<file path="src/rtl/rollo_encrypt_seq.sv">
// ROLLO-I/II encapsulation sequencer: start/done handshakes to the engines, then ct memory readout as OUT_W-bit beats.
// Optional per-phase watchdog is enabled by defining ROLLO_SEQ_WATCHDOG_EN.
//
//   state    | meaning
//   ---------+--------------------------------------------------
//   S_IDLE   | waiting for start
//   S_EGEN   | support (E) generation running
//   S_CGEN   | e1/e2/c generation running
//   S_MUL    | GF(2^m)[z] multiply running
//   S_HASH   | SHA3 running (KEM mode only)
//   S_RD     | ct memory read issued for current word
//   S_LOAD   | read data captured into the shift buffer
//   S_STREAM | beats of the current word presented on the stream port
//   S_DONE   | one-cycle completion
module rollo_encrypt_seq #(
    parameter int N      = 47,
    parameter int M      = 79,
    parameter int DIGIT  = 4,
    parameter int OUT_W  = 32,
`ifdef ROLLO_SEQ_WATCHDOG_EN
    parameter int WD_MAX = 4095,
`endif
    localparam int W     = M * DIGIT,
    localparam int DEPTH = (N + DIGIT - 1) / DIGIT,
    localparam int BEATS = (W + OUT_W - 1) / OUT_W,
    localparam int AW    = (DEPTH > 1) ? $clog2(DEPTH) : 1
) (
    input  logic             clk,
    input  logic             rst,
    input  logic             start,
    input  logic             mode,
    output logic             egen_start,
    input  logic             egen_done,
    output logic             cgen_start,
    input  logic             cgen_done,
    output logic             mul_start,
    input  logic             mul_done,
    output logic             hash_start,
    input  logic             hash_done,
    output logic [AW-1:0]    ct_addr,
    output logic             ct_en,
    input  logic [W-1:0]     ct_dout,
    output logic [OUT_W-1:0] out_data,
    output logic             out_valid,
    input  logic             out_ready,
    output logic             out_last,
    output logic             busy,
    output logic             done,
    output logic             err
);

    localparam int BUF_W = BEATS * OUT_W;
    localparam int BCW   = $clog2(BEATS + 1);
    localparam int WCW   = $clog2(DEPTH + 1);

    typedef enum logic [3:0] {
        S_IDLE, S_EGEN, S_CGEN, S_MUL, S_HASH, S_RD, S_LOAD, S_STREAM, S_DONE
    } state_t;

    state_t             state_q, state_d;
    logic               first_q;
    logic               mode_q;
    logic [BUF_W-1:0]   buf_q;
    logic [BCW-1:0]     beat_q;
    logic [WCW-1:0]     word_q;
    logic               beat_end;
    logic               word_end;

    assign beat_end = (beat_q == BCW'(BEATS - 1));
    assign word_end = (word_q == WCW'(DEPTH - 1));

`ifdef ROLLO_SEQ_WATCHDOG_EN
    localparam int WDW = $clog2(WD_MAX + 1);
    logic [WDW-1:0] wd_q;
    logic           in_phase;
    logic           timeout;
    logic           err_q;

    assign in_phase = (state_q == S_EGEN) || (state_q == S_CGEN) ||
                      (state_q == S_MUL)  || (state_q == S_HASH);
`endif

    always_comb begin
        state_d    = state_q;
        egen_start = 1'b0;
        cgen_start = 1'b0;
        mul_start  = 1'b0;
        hash_start = 1'b0;
        ct_en      = 1'b0;
        ct_addr    = '0;
        out_valid  = 1'b0;
        out_last   = 1'b0;
        out_data   = '0;
        done       = 1'b0;
        // A done in the same cycle as its start is never taken (first_q gate).
        case (state_q)
            S_IDLE:   if (start) state_d = S_EGEN;
            S_EGEN: begin
                egen_start = first_q;
                if (!first_q && egen_done) state_d = S_CGEN;
            end
            S_CGEN: begin
                cgen_start = first_q;
                if (!first_q && cgen_done) state_d = S_MUL;
            end
            S_MUL: begin
                mul_start = first_q;
                if (!first_q && mul_done) state_d = mode_q ? S_RD : S_HASH;
            end
            S_HASH: begin
                hash_start = first_q;
                if (!first_q && hash_done) state_d = S_RD;
            end
            S_RD: begin
                ct_en   = 1'b1;
                ct_addr = word_q[AW-1:0];
                state_d = S_LOAD;
            end
            S_LOAD:   state_d = S_STREAM;
            S_STREAM: begin
                out_valid = 1'b1;
                out_data  = buf_q[OUT_W-1:0];
                out_last  = beat_end && word_end;
                if (out_ready && beat_end) state_d = word_end ? S_DONE : S_RD;
            end
            S_DONE: begin
                done    = 1'b1;
                state_d = S_IDLE;
            end
            default:  state_d = S_IDLE;
        endcase
`ifdef ROLLO_SEQ_WATCHDOG_EN
        timeout = in_phase && (wd_q == '0) && (state_d == state_q);
        if (timeout) begin
            state_d = S_IDLE;
            done    = 1'b1;
        end
`endif
    end

    assign busy = (state_q != S_IDLE) && (state_q != S_DONE);

    always_ff @(posedge clk or posedge rst) begin
        if (rst) begin
            state_q <= S_IDLE;
            first_q <= 1'b0;
            mode_q  <= 1'b0;
            buf_q   <= '0;
            beat_q  <= '0;
            word_q  <= '0;
        end else begin
            state_q <= state_d;
            first_q <= (state_d != state_q);
            if (state_q == S_IDLE && start) mode_q <= mode;
            case (state_q)
                S_LOAD: begin
                    buf_q  <= BUF_W'(ct_dout);
                    beat_q <= '0;
                end
                S_STREAM: if (out_ready) begin
                    buf_q  <= buf_q >> OUT_W;
                    beat_q <= beat_q + 1'b1;
                    if (beat_end) word_q <= word_q + 1'b1;
                end
                S_DONE: begin
                    beat_q <= '0;
                    word_q <= '0;
                end
                default: ;
            endcase
        end
    end

`ifdef ROLLO_SEQ_WATCHDOG_EN
    // Down-counter reloaded on every state entry; terminal count 0 is cycle WD_MAX of a phase.
    always_ff @(posedge clk or posedge rst) begin
        if (rst) begin
            wd_q  <= '0;
            err_q <= 1'b0;
        end else begin
            if (state_d != state_q) wd_q <= WDW'(WD_MAX - 1);
            else if (wd_q != '0)    wd_q <= wd_q - 1'b1;
            if (state_q == S_IDLE && start) err_q <= 1'b0;
            else if (timeout)               err_q <= 1'b1;
        end
    end

    assign err = err_q | timeout;
`else
    assign err = 1'b0;
`endif

endmodule
</file>
<file path="config.mk">
export PLATFORM = sky130hd
export DESIGN_NAME = rollo_encrypt_seq
export DESIGN_NICKNAME = d
export VERILOG_FILES = /design/src/rtl/rollo_encrypt_seq.sv
export SDC_FILE = /design/constraint.sdc
export NUM_CORES = 1
export LEC_CHECK = 0
export CAP_MARGIN = 0
export CORE_MARGIN = 3
export CORE_UTILIZATION = 50
export DETAILED_ROUTE_END_ITERATION = 10
export HOLD_SLACK_MARGIN = 0.06
export PLACE_DENSITY = 0.81
export SKIP_LAST_GASP = 1
export SYNTH_ARGS = -nofsm -noshare
export SYNTH_HDL_FRONTEND = slang
export SYNTH_SLANG_ARGS = --single-unit
</file>
<file path="constraint.sdc">
create_clock -name clk -period 11.8 [get_ports clk]
set_input_delay 1.77 -clock clk [delete_from_list [all_inputs] [get_ports clk]]
set_output_delay 1.77 -clock clk [all_outputs]
set_load 0.02 [all_outputs]
</file>
==> run_results.csv, run 1 <==
group,metric,value,unit
synthesis,synth_top_area_share,54.49,%
power_and_ir_drop,power_frac_comb,42.0,%
sta,tightest_slew,1.129,ns
setup_path,crit_path_start_kind,"flop",
setup_path,slowest_stage,"buf_4",
detailed_routing,ant_nets,0,
power_and_ir_drop,ir_worst_vdd,0.2413,mV
setup_path,arrival,4.29,ns
clocking,clock_latency,0.51,ns
power_and_ir_drop,switchingPower,2.096,mW
synthesis,synth_area_per_cell,10.47,sq um
synthesis,postSynth.asyncResetShare,100.0,%
clocking,tritoncts,"done",
detailed_routing,wl_per_cell,19.25,microns
sta,finalMaxSlewViolations,0,
sta,setup_viol,0,
sta,rsz0062_at_grt,"false",
clocking,root_buffer,"clkbuf_16",
global_route,grt_pass1_wl,65.17,mm
setup_path,crit_type,"reg2out",
setup_path,crit_chain,"nand4b_1 > inv_6 > buf_4 > buf_4 > and2_1 > clkdlybuf4s50_1",
synthesis,synth_area,15160,sq um
cells_and_area,fin_util,67.59,%
setup_path,cp_data_required_time,10.03,ns
synthesis,yosysSeqAreaShare,54.49,%
clocking,clock-sinks,330,
flow_run,drv_cap,0,
synthesis,syn_nets,1775,
power_and_ir_drop,pwr-share-clk,20.6,%
clocking,h-tree-depth,2,
synthesis,synth_edf_count,0,
setup_path,cpMostUsedCell,"buf_4",
floorplan,core-area,29800,sq um
detailed_routing,dr.first_iter.drc_count,810,
detailed_routing,drc,0,
sta,fmax,165.0,MHz
power_and_ir_drop,p_per_area,268.6,nW/um^2
sta,min_period,6.062,ns
synthesis,synth_flop_cell,"dfrtp_1",
detailed_routing,vias,11620,
clocking,cts_max_path_buffers,3,
detailed_routing,wl,41.77,mm
synthesis,synth_common_cells,"330 x dfrtp_1, 290 x nand2_1, 284 x mux2i_1",
power_and_ir_drop,seqPwrFrac,37.4,%
cells_and_area,layout-drive-gt1-share,3.998,%
setup_path,cp-end-kind,"output pin",
placement,globalplace.congestion,0.8254,
floorplan,rows,63,
sta,fin_hold_ws,0.4762,ns
setup_path,critPathBufInv,4,
synthesis,yosys_warnings,0,
synthesis,ys_seq_elements,330,
floorplan,die_h,180.1,microns
clocking,cts_buffers,36,
global_route,grt_pass1_vias,11720,
sta,setup_tns,0,ns
sta,fin_crit_sh,51.37,%
sta,slew-limit-headroom,24.72,%
detailed_routing,viasPerCell,5.357,
clocking,post-cts-setup-buffers,0,
sta,hold_viol,0,
cells_and_area,synthToLayoutAreaGrowth,32.89,%
clocking,clk_pin_slew,0.06,ns
cells_and_area,finalNetCount,2080,
setup_path,slowest_delay,0.68,ns
detailed_routing,dr.pass1.iters,5,
synthesis,yosysUniqueCellTypes,45,
min_path,hp-class,"reg2reg",
placement,dp_slack,6.192,ns
synthesis,netlist_top_cells_area,"dfrtp_1 54%, mux2i_1 19%, nand2_1 7.2%, o21ai_0 7.1%, o21ai_1 2.4%",
placement,hpwl,30.11,mm
placement,port-buffer-count,369,
floorplan,start_util,50.87,%
synthesis,yosysMostFrequentCell,"dfrtp_1",
global_route,gr-total-overflow,0,
power_and_ir_drop,sw_frac_of_total,38.74,%
floorplan,die_w,180.1,microns
power_and_ir_drop,p_int,3.314,mW
global_route,grt_max_degree,295,
clocking,post_cts_resized,0,
synthesis,yosys.area.top_type,"dfrtp_1",
power_and_ir_drop,p_leak,9.409,nW
sta,timing.final.ws_setup,5.738,ns
global_route,antenna_found_initial,9,
synthesis,netlist_instances,1447,
outcome,outcome,"finished, final reports clean",
global_route,track_usage,25.19,%
floorplan,io-pin-count,371,
clocking,cts_hold_buf,0,
floorplan,dieArea,32440,sq um
setup_path,critPathMaxFanout,74,
setup_path,crit_family,"buffers and inverters",
sta,fin_skew,0.01539,ns
==> path summary, 6_finish.rpt <==
| path | from | endpoint | slack, ns | cells past startpoint |
|---|---|---|---|---|
| hold reg to reg | buf_q[15] | buf_q[15] | 0.48 | 2 |
| max in group asynchronous | rst | buf_q[151] | 8.35 | 3 |
| min in group asynchronous | rst | buf_q[97] | 1.81 | 2 |
| setup / recovery | state_q[0] | out_data[0] | 5.74 | 6 |
| setup reg to reg | state_q[0] | buf_q[7] | 7.34 | 6 |
| hold / removal | buf_q[15] | buf_q[15] | 0.48 | 2 |
==> registers in the layout, indices dropped and copies added (netlist names) <==
| signal | count |
|---|---|
| buf_q | 316 |
| beat_q | 4 |
| state_q | 4 |
| word_q | 4 |
| first_q | 1 |
| mode_q | 1 |
==> area by class of cell <==
class	count	area, sq um
Fill cell	2270	9656
Timing Repair Buffer	378	3799
Multi-Input combinational cell	1000	6380
Tap cell	390	488.0
Clock buffer	53	1066
Inverter	6	35.03
Sequential cell	330	8258
Antenna cell	4	10.01
Clock inverter	9	105.1
==> cell usage in the layout (no fill, tap or decap), drive strengths merged, types with 4 or more instances in the layout <==
cell and instances:
clkbuf 53, mux2i 284, o21ai 290, nand2 290
buf 9, inv 8, a21oi 4, nor2 12
nor2b 5, clkinv 4, nand3 5, and3 8
clkdlybuf4s50 369, dfrtp 330, diode 4, and2 32
a22o 32
==> tightest hold or removal path: stages (launching register included) <==
cell	delay [ns]
dfrtp_1	0.33
nand2_1	0.04
o21ai_0	0.06
==> power by group through the flow <==
stage	Sequential, mW	Clock, mW	Combinational (mW)
2_1_floorplan	1.90	0	1.82
3_3_place_gp	2.02	0	2.19
3_5_place_dp	2.05	0	2.28
4_1_cts	2.03	1.13	2.29
5_1_grt	2.09	1.18	2.55
6_report	2.03	1.11	2.27
==> cells by family (layout without fill, tap and decap cells) <==
kind of cell,count (synthesis),after routing,share of synthesized area [%]
adders and majority gates,3,3,0.2477
xor gates and xnor gates,5,5,0.2890
other,1,5,0.02474
buffers and inverters,117,446,3.517
and+or+nand+nor,370,370,10.34
AOI/OAI and AO/OA,335,335,12.12
DFF,330,330,54.49
muxes,286,286,18.98
==> through the flow <==
stage                     power (mW)  cells  instance area, sq um
after floorplan                3.719   1447                 15160
after global placement         4.211   2104                 18960
after detailed placement       4.324   2104                 18960
after CTS                      5.453   2166                 20130
after global routing           5.815   2170                 20140
final                          5.410   2170                 20140
==> routing by layer <==
layer / wire (microns) / part of all wire, % / GRT usage (%) / vias up
met5: 74 / 0.18 / 0 / -
met4: 1268 / 3.0 / 8.014 / 10
met3: 3211 / 7.7 / 7.650 / 86
met2: 20240 / 48 / 42.01 / 378
met1: 16980 / 41 / 31.76 / 5521
li1: - / - / - / 5629
(Power assumes the default switching activity.)
==> inputs of run 2 (changes only) <==
Settings changed: CORE_UTILIZATION 50 to 45, PLACE_DENSITY 0.81 to 0.77.
Clock period 11.8 ns to 5.5 ns, I/O delays scaled along.
==> run_results.csv, run 2 (synthesis gave the netlist of run 1 again) <==
group,metric,value,unit
cells_and_area,final_area,20330,sq um
setup_path,r2r_slack,1.73,ns
setup_path,slowest_stage,"clkdlybuf4s50_1",
placement,placed_area,19090,sq um
setup_path,critPathMaxFanout,88,
sta,fin_crit_sh,75.26,%
cells_and_area,synthToLayoutAreaGrowth,34.16,%
cells_and_area,num-fill-cells,2760,
setup_path,rr_endpoint,"buf_q[240]",
detailed_routing,dr.first_iter.drc_count,668,
cells_and_area,largest_reg_flops,316,
floorplan,rows,66,
global_route,grt_max_degree,226,
power_and_ir_drop,p_leak,9.474,nW
setup_path,crit_chain,"nand4b_1 > buf_4 > inv_6 > and2_1 > clkdlybuf4s50_1",
sta,min_period,4.139,ns
clocking,cts_max_path_buffers,3,
floorplan,die_h,189.5,microns
global_route,grtUsageMet2,39.26,%
floorplan,start_util,46.11,%
sta,tightest_slew,1.115,ns
floorplan,dieArea,35920,sq um
clocking,root_buffer,"clkbuf_16",
detailed_routing,wl_per_cell,19.24,microns
clocking,h-tree-depth,2,
global_route,antenna_found_initial,9,
sta,setup_tns,0,ns
global_route,gr-usage-met1,29.27,%
cells_and_area,layout_commonest_cell,"clkdlybuf4s50_1",
setup_path,r2r_start,"state_q[0]",
global_route,gr-total-overflow,0,
min_path,hold_depth,2,
global_route,grt_pass1_wl,66.10,mm
cells_and_area,final_cell_mix,"369 x clkdlybuf4s50_1, 330 x dfrtp_1, 290 x nand2_1, 284 x mux2i_1, 216 x o21ai_0",
sta,hold_viol,0,
clocking,clk_pin_slew,0.06,ns
detailed_routing,ant_nets,0,
floorplan,core-area,32870,sq um
cells_and_area,multi_input_area,6380,sq um
floorplan,die_w,189.5,microns
cells_and_area,finalNetCount,2085,
min_path,hp-class,"reg2reg",
sta,slew-limit-headroom,25.65,%
clocking,clock-sinks,330,
floorplan,io-pin-count,371,
global_route,grt_pass1_vias,11770,
detailed_routing,wl,42.90,mm
setup_path,arrival,3.31,ns
placement,hpwl,31.22,mm
power_and_ir_drop,p_per_area,576.3,nW/um^2
clocking,tritoncts,"done",
setup_path,crit_type,"reg2out",
flow_run,drv_cap,0,
setup_path,cp-end-kind,"output pin",
sta,rsz0062_at_grt,"false",
power_and_ir_drop,ir_worst_vdd,0.4772,mV
setup_path,reg2reg_depth,6,
sta,finalMaxSlewViolations,0,
sta,timing.final.ws_setup,1.361,ns
detailed_routing,vias,11490,
sta,fin_hold_ws,0.4688,ns
setup_path,cp_data_required_time,4.68,ns
min_path,min_from,"buf_q[3]",
clocking,post-cts-setup-buffers,0,
global_route,busiest_layer,"met2",
clocking,cts_buffers,37,
placement,dp_slack,1.752,ns
detailed_routing,dr.pass1.iters,5,
sta,fmax,241.6,MHz
cells_and_area,top_register,"buf_q",
min_path,min_to,"buf_q[3]",
sta,setup_viol,0,
setup_path,crit_family,"buffers and inverters",
cells_and_area,seq_area,8258,sq um
clocking,post_cts_resized,0,
clocking,clock_latency,0.53,ns
global_route,track_usage,23.59,%
setup_path,crit_path_start_kind,"flop",
detailed_routing,drc,0,
placement,globalplace.congestion,0.8248,
clocking,cts_hold_buf,0,
global_route,met3_usage,7.388,%
setup_path,slowest_delay,0.63,ns
outcome,outcome,"finished, final reports clean",
placement,port-buffer-count,369,
sta,fin_skew,0.02005,ns
cells_and_area,layout-drive-gt1-share,4.484,%
setup_path,critPathBufInv,3,
detailed_routing,viasPerCell,5.156,
[run 2: changes by cell type in the layout (fill, tap and decap cells not counted)]
cell and change:
inv_8 -1, clkinv_8 +2, inv_6 -1, buf_4 +1, buf_12 +3, bufinv_16 +1
diode_2 -1, clkinv_2 +3, clkbuf_1 -1, clkinv_4 +1
[run 2: power breakdown]
part	total, mW	leakage, nW	switching [mW]	internal [mW]
combinational	4.87	4.75	2.80	2.07
clock	2.49	0.614	0.993	1.50
sequential	4.36	4.11	0.732	3.63
[run 2: metal layers]
| metal | routed length (microns) | vias up |
|---|---|---|
| met1 | 17540 | 5375 |
| met3 | 3722 | 72 |
| li1 | - | 5636 |
| met2 | 20230 | 397 |
| met4 | 1320 | 12 |
| met5 | 84 | - |
[run 2: worst max path at each step]
| stage | startpoint | endpoint | slack (ns) | cells past startpoint |
|---|---|---|---|---|
| floorplan | rst | beat_q[0] | 0.27 | 1 |
| global placement | state_q[0] | buf_q[246] | 1.85 | 6 |
| detailed placement | state_q[0] | buf_q[240] | 1.75 | 6 |
| CTS | state_q[0] | out_data[0] | 1.38 | 5 |
| global route | state_q[0] | out_data[0] | 1.17 | 5 |
| finish | state_q[0] | out_data[0] | 1.36 | 5 |
[run 2: stage by stage]
| stage | total power, mW | std cells | util, % |
|---|---|---|---|
| after CTS | 11.84 | 2226 | 61.84 |
| after global routing | 12.61 | 2229 | 61.87 |
| after global placement | 9.103 | 2160 | 58.08 |
| final | 11.72 | 2229 | 61.87 |
| after detailed placement | 9.317 | 2160 | 58.08 |
| after floorplan | 7.981 | 1447 | - |
[run 2: layout make-up]
type                    instances  share of cell area (%)
diodes                          3                 0.03692
clock buffers                  52                   5.224
clock inverters                14                  0.8615
inverters                       6                  0.1538
multi-input cells            1000                   31.38
flip-flops and latches        330                   40.61
well taps                     442                   2.720
repair buffers                382                   19.01
[run 2: worst reg2reg max path: stages, from the launching register on]
cell	delay [ns]
dfrtp_1	0.54
nand4b_1	0.18
buf_4	0.51
inv_6	0.40
a21oi_4	0.95
buf_12	0.58
o21ai_0	0.45
